--- config.mk ---
export PLATFORM = sky130hd
export DESIGN_NAME = write_back_arb
export DESIGN_NICKNAME = d
export VERILOG_FILES = /design/src/rtl/cpu_pkg.sv /design/src/rtl/wb_load_fmt.sv /design/src/rtl/write_back_arb.sv
export SDC_FILE = /design/constraint.sdc
export NUM_CORES = 1
export LEC_CHECK = 0
export ABC_AREA = 0
export BUFFER_PORTS_ARGS = -buffer_cell sky130_fd_sc_hd__buf_2
export CAP_MARGIN = 20
export CORE_AREA = 3 3 139 141
export DETAILED_ROUTE_END_ITERATION = 10
export DIE_AREA = 0 0 142 144
export HOLD_SLACK_MARGIN = 0.15
export PLACE_DENSITY = 0.77
export SETUP_SLACK_MARGIN = 0.5
export SKIP_CTS_REPAIR_TIMING = 1
export SKIP_LAST_GASP = 1
export SLEW_MARGIN = 20
export SYNTH_ARGS = -nofsm -noshare
export SYNTH_HDL_FRONTEND = slang
export SYNTH_SLANG_ARGS = --single-unit
--- constraint.sdc ---
create_clock -name clk -period 2.5 [get_ports clk]
set_input_delay 0.375 -clock clk [delete_from_list [all_inputs] [get_ports clk]]
set_output_delay 0.375 -clock clk [all_outputs]
set_load 0.03 [all_outputs]
--- src/rtl/cpu_pkg.sv ---
// Shared CPU constants: register-address width, the x0 index and the load funct3 encodings.
package cpu_pkg;

   localparam int RA_W = 5;
   localparam logic [RA_W-1:0] X0_IDX = '0;

   typedef enum logic [2:0] {
      F3_LB  = 3'b000,
      F3_LH  = 3'b001,
      F3_LW  = 3'b010,
      F3_LD  = 3'b011,
      F3_LBU = 3'b100,
      F3_LHU = 3'b101,
      F3_LWU = 3'b110,
      F3_ILL = 3'b111
   } load_f3_e;

endpackage

--- src/rtl/wb_load_fmt.sv ---
// Combinational load formatter: aligns raw memory data to the accessed lane and extends it.
module wb_load_fmt
   import cpu_pkg::*;
#(
   parameter int XLEN  = 64,
   parameter int OFF_W = $clog2(XLEN/8)
) (
   input  logic [2:0]       funct3_i,
   input  logic [OFF_W-1:0] addr_low_i,
   input  logic [XLEN-1:0]  memdata_i,
   output logic [XLEN-1:0]  data_o,
   output logic             illegal_o
);

   logic [OFF_W-1:0] lowMask;
   logic [OFF_W-1:0] alignedOff;
   logic [XLEN-1:0]  shifted;

   // Offset bits below the access size are ignored, so misaligned addresses snap down to the lane.
   always_comb begin
      lowMask = '1;
      case (funct3_i[1:0])
         2'd0:    lowMask = '1;
         2'd1:    lowMask = ~OFF_W'(1);
         2'd2:    lowMask = ~OFF_W'(3);
         default: lowMask = ~OFF_W'(7);
      endcase
      alignedOff = addr_low_i & lowMask;
      shifted    = memdata_i >> {alignedOff, 3'b000};
   end

   always_comb begin
      data_o    = '0;
      illegal_o = 1'b0;
      case (load_f3_e'(funct3_i))
         F3_LB:  data_o = XLEN'($signed(shifted[7:0]));
         F3_LH:  data_o = XLEN'($signed(shifted[15:0]));
         F3_LW:  data_o = XLEN'($signed(shifted[31:0]));
         F3_LD: begin
            if (XLEN == 64) begin
               data_o = shifted;
            end else begin
               illegal_o = 1'b1;
            end
         end
         F3_LBU: data_o = XLEN'(shifted[7:0]);
         F3_LHU: data_o = XLEN'(shifted[15:0]);
         F3_LWU: data_o = XLEN'(shifted[31:0]);
         default: illegal_o = 1'b1;
      endcase
   end

endmodule

--- src/rtl/write_back_arb.sv ---
// Write-back arbiter: merges the in-order main pipeline with round-robin auxiliary
// completion channels onto the single register-file write port.
module write_back_arb
   import cpu_pkg::*;
#(
   parameter int XLEN    = 64,
   parameter int NUM_AUX = 2,
   parameter int RA_W    = cpu_pkg::RA_W,
   parameter int OFF_W   = $clog2(XLEN/8),
   parameter int SRC_W   = $clog2(NUM_AUX+1)
) (
   input  logic                    clk,
   input  logic                    rst_n,
   input  logic                    regW_i_valid,
   input  logic                    regW_i_is_load,
   input  logic [2:0]              regW_i_funct3,
   input  logic [OFF_W-1:0]        regW_i_addr_low,
   input  logic [XLEN-1:0]         regW_i_alu_result,
   input  logic [XLEN-1:0]         regW_i_memdata,
   input  logic [RA_W-1:0]         regW_i_rd,
   input  logic                    regW_i_reg_wen,
   input  logic [NUM_AUX-1:0]      aux_i_valid,
   output logic [NUM_AUX-1:0]      aux_o_ready,
   input  logic [NUM_AUX*RA_W-1:0] aux_i_rd,
   input  logic [NUM_AUX*XLEN-1:0] aux_i_data,
   output logic [RA_W-1:0]         write_back_o_rd,
   output logic [XLEN-1:0]         write_back_o_data,
   output logic                    write_back_o_reg_wen,
   output logic [SRC_W-1:0]        write_back_o_src,
   output logic                    write_back_o_retire
);

   localparam int PTR_W = (NUM_AUX > 1) ? $clog2(NUM_AUX) : 1;

   logic [PTR_W-1:0]   rrPtr_q, rrPtr_d;
   logic [RA_W-1:0]    rd_q, rd_d;
   logic [XLEN-1:0]    data_q, data_d;
   logic               wen_q, wen_d;
   logic [SRC_W-1:0]   src_q, src_d;
   logic               retire_q, retire_d;

   logic               mainUse;
   logic               grantValid;
   logic [PTR_W-1:0]   grantIdx;
   logic [NUM_AUX-1:0] grantOneHot;
   logic [RA_W-1:0]    grantRd;
   logic [XLEN-1:0]    fmtData;
   logic               fmtIllegal;

   wb_load_fmt #(
      .XLEN  (XLEN),
      .OFF_W (OFF_W)
   ) u_load_fmt (
      .funct3_i   (regW_i_funct3),
      .addr_low_i (regW_i_addr_low),
      .memdata_i  (regW_i_memdata),
      .data_o     (fmtData),
      .illegal_o  (fmtIllegal)
   );

   assign mainUse = regW_i_valid & regW_i_reg_wen & (regW_i_rd != RA_W'(X0_IDX));

   // Round-robin search starting at the pointer; main traffic blocks every aux grant.
   always_comb begin
      grantValid  = 1'b0;
      grantIdx    = '0;
      grantOneHot = '0;
      if (!mainUse) begin
         for (int k = 0; k < NUM_AUX; k++) begin
            if (!grantValid && aux_i_valid[(int'(rrPtr_q) + k) % NUM_AUX]) begin
               grantValid = 1'b1;
               grantIdx   = PTR_W'((int'(rrPtr_q) + k) % NUM_AUX);
            end
         end
      end
      if (grantValid) begin
         grantOneHot[grantIdx] = 1'b1;
      end
   end

   assign aux_o_ready = rst_n ? grantOneHot : '0;
   assign grantRd     = aux_i_rd[grantIdx*RA_W +: RA_W];

   always_comb begin
      rrPtr_d  = rrPtr_q;
      rd_d     = rd_q;
      data_d   = data_q;
      src_d    = src_q;
      wen_d    = 1'b0;
      retire_d = regW_i_valid;
      if (mainUse) begin
         rd_d   = regW_i_rd;
         data_d = regW_i_is_load ? fmtData : regW_i_alu_result;
         wen_d  = !(regW_i_is_load && fmtIllegal);
         src_d  = '0;
      end else if (grantValid) begin
         rd_d    = grantRd;
         data_d  = aux_i_data[grantIdx*XLEN +: XLEN];
         wen_d   = (grantRd != RA_W'(X0_IDX));
         src_d   = SRC_W'(grantIdx) + 1'b1;
         rrPtr_d = (int'(grantIdx) == NUM_AUX-1) ? '0 : grantIdx + 1'b1;
      end
   end

   always_ff @(posedge clk or negedge rst_n) begin
      if (!rst_n) begin
         rrPtr_q  <= '0;
         rd_q     <= '0;
         data_q   <= '0;
         wen_q    <= 1'b0;
         src_q    <= '0;
         retire_q <= 1'b0;
      end else begin
         rrPtr_q  <= rrPtr_d;
         rd_q     <= rd_d;
         data_q   <= data_d;
         wen_q    <= wen_d;
         src_q    <= src_d;
         retire_q <= retire_d;
      end
   end

   assign write_back_o_rd      = rd_q;
   assign write_back_o_data    = data_q;
   assign write_back_o_reg_wen = wen_q;
   assign write_back_o_src     = src_q;
   assign write_back_o_retire  = retire_q;

endmodule
==> summary.txt <==
DRC viols: 0
Synth Net Count: 1059
Pre-CTS setup slack: -0.0555 ns
Status: finished, final reports clean
Largest buffer count on any clock path: 2
Wire per inst: 24.2 um
RSZ-0062 raised after global routing: true
Peak VDD IR: 0.306 mV
Fill count: 1684
Worst-Skew Late Latency: 0.34 ns
Pin count of the biggest net entering global routing: 79
Vias in the first global route: 7883
Critical path class: in -> reg
DRT Pass-1 Iters: 7
CTS tree: yes
Setup violators final: 0
Via-to-Cell Ratio: 6.03
Port-buffer cells: 358
Register bit total from synthesis: 74
Pwr/cell area: 500 nW/um2
Fin. Hold Viols: 0
Post-synth EDFFs: 0
Area contributors post-synth: dfrtp_1 28%, mux2i_1 17%, nand2_1 4.6%, mux4_2 3.4%, a31oi_1 3.1%
Post-synthesis cell area: 6560 um2
Commonest non-fill, non-tap cell in the layout: buf_2
Core area: 18100 um2
Worst setup margin: 0.417 ns
Total Nets Final: 1451
Final Wtd Congestion: 1.07
Register area share after synthesis: 28.2%
Initial DRC count: 901
Layout cells sized above 1: 49.8%
Die area: 20400 um2
I/O Pins: 359
CP Data Required Time: 2.75 ns
Setup crit start kind: primary input
Final WL: 34000 um
Crit. End Element: register
Maxcap violations: 0
Reg clk slew, reported paths: 0.06 ns
Final Cycle Share: 83.3%
Slew Viols, Final: 0
Warning count from the yosys run: 0
Final ANT Viol Nets: 0
Vias post-DR: 8479
Layout Skew: 0.00599 ns
Num CTS Buffers: 9
Initial antenna violation count: 5
Area delta synth->final: 55.0%
Die H: 144 um
Synth cell types: 59
Initial Utilization: 36.2%
Cell taking the most area after synthesis: dfrtp_1
Share of the synthesized area in the top cell type: 28.2%
Post-DP Area: 9110 um2
Min Tclk post-route: 2.08 ns
Synth Instances: 775
Reg2reg path depth: 7
Async set or reset register ratio after synthesis: 100%
GRT Util Overall: 30.4%
Commonest non-fill, non-tap cells in the layout: 350 x buf_2, 110 x mux2i_1, 86 x buf_4
First-pass GRT wire length: 47300 um
Syn Area/Cell: 8.46 um2
Fin Setup TNS: 0 ns
Clock sink count: 74
Root Buffer: clkbuf_16
Fmax achieved: 0.480 GHz
Actual slew at the worst max-slew pin: 0.895 ns
DP HPWL: 26900 um
Slew HR: 40.3%
Die X: 142 um
Worst Hold Class: in -> async
Crit path max fanout: 8
Overflow after GRT: 0
Fin area: 10200 um2
Most common flop cell mapped by yosys: dfrtp_1
Crit path DAT: 2.33 ns
Standard-cell rows: 49
H-tree levels: 3
Leakage: 5.09 nW
==> synth_stat cells (all sizes together), types with 12 or more instances <==
cell and count:
o21ai 47, a221oi 13, o22ai 12, clkbuf 43, a21oi 38, nor3 17, buf 37, dfrtp 74
o211ai 21, a2bb2oi 13, nand2 80, nand3 35, a31oi 33, o2111ai 13, mux2 15, mux2i 112
a211oi 13, nor2 51
==> where the power goes <==
part           switching (mW)  total (mW)  internal (mW)  leakage (nW)
sequential              0.109        1.47           1.36         0.880
combinational            1.28        2.14          0.856          4.05
clock                   0.543        1.48          0.935         0.162
total                    1.93        5.08           3.15          5.09
==> layout make-up <==
| class | instances | area, um2 | share of cell area [%] |
|---|---|---|---|
| tap | 229 | 287 | 2.82 |
| clock buffer | 11 | 253 | 2.49 |
| sequential | 74 | 1850 | 18.2 |
| clock inverter | 5 | 85.1 | 0.837 |
| timing repair buffer | 461 | 2820 | 27.7 |
| inverter | 7 | 26.3 | 0.259 |
| multi-input combinational | 614 | 4830 | 47.5 |
| antenna | 6 | 15.0 | 0.148 |
==> critical path, cell delays in order <==
cell	delay, ns
buf_4	0.13
or3b_4	0.44
a21oi_2	0.13
a221oi_2	0.04
buf_4	0.16
a2111oi_4	0.35
buf_4	0.19
o31ai_4	0.08
buf_6	0.19
clkbuf_16	0.15
o2111ai_1	0.08
==> flip-flops by register name, summed over array words and instances, names as in the netlist <==
register and cells:
write_back_o_data 64, write_back_o_rd 5, write_back_o_src 2, rrPtr_q 1, write_back_o_reg_wen 1, write_back_o_retire 1
==> cells by family (layout without fill, tap and decap cells) <==
family	after synthesis	in the layout	share of synthesized area, %
AOI/OAI and AO/OA	249	249	26.6
DFF	74	74	28.2
other	0	6	0
buffers and inverters	87	484	5.71
and+or+nand+nor	228	228	16.3
muxes	137	137	23.1
==> through the flow <==
step / hold slack (ns) / total power [mW] / std cells / utilization (%)
after floorplan: 0.0794 / 2.61 / 775 / -
after global placement: 0.231 / 3.44 / 1348 / 50.4
after detailed placement: 0.231 / 3.45 / 1348 / 50.4
after CTS: -0.131 / 4.93 / 1364 / 52.3
after global routing: 0.175 / 5.28 / 1406 / 56.2
final: 0.170 / 5.08 / 1407 / 56.2
==> layer usage <==
layer / vias up / global-route usage, % / share of wire [%] / routed length [um]
met2: 549 / 48.3 / 46 / 15800
met1: 4059 / 41.6 / 41 / 13900
met5: - / 0 / 0 / 0
li1: 3782 / - / - / -
met3: 89 / 5.16 / 9.0 / 3080
met4: 0 / 11.7 / 3.9 / 1330
==> final timing paths <==
kind / from / endpoint / slack [ns]
worst max register to register: rrPtr_q$_DFFE_PN0P_ / write_back_o_data[24]$_DFFE_PN0P_ / 0.55
min in group clk: regW_i_rd[2] / write_back_o_rd[2]$_DFFE_PN0P_ / 0.25
worst min register to register: write_back_o_src[1]$_DFFE_PN0P_ / write_back_o_src[1]$_DFFE_PN0P_ / 0.52
worst max-delay path: regW_i_addr_low[0] / write_back_o_data[54]$_DFFE_PN0P_ / 0.42
worst min-delay path: rst_n / write_back_o_data[31]$_DFFE_PN0P_ / 0.17
max in group asynchronous: rst_n / write_back_o_data[62]$_DFFE_PN0P_ / 1.55
No activity file was read; power rests on OpenSTA's default activity.
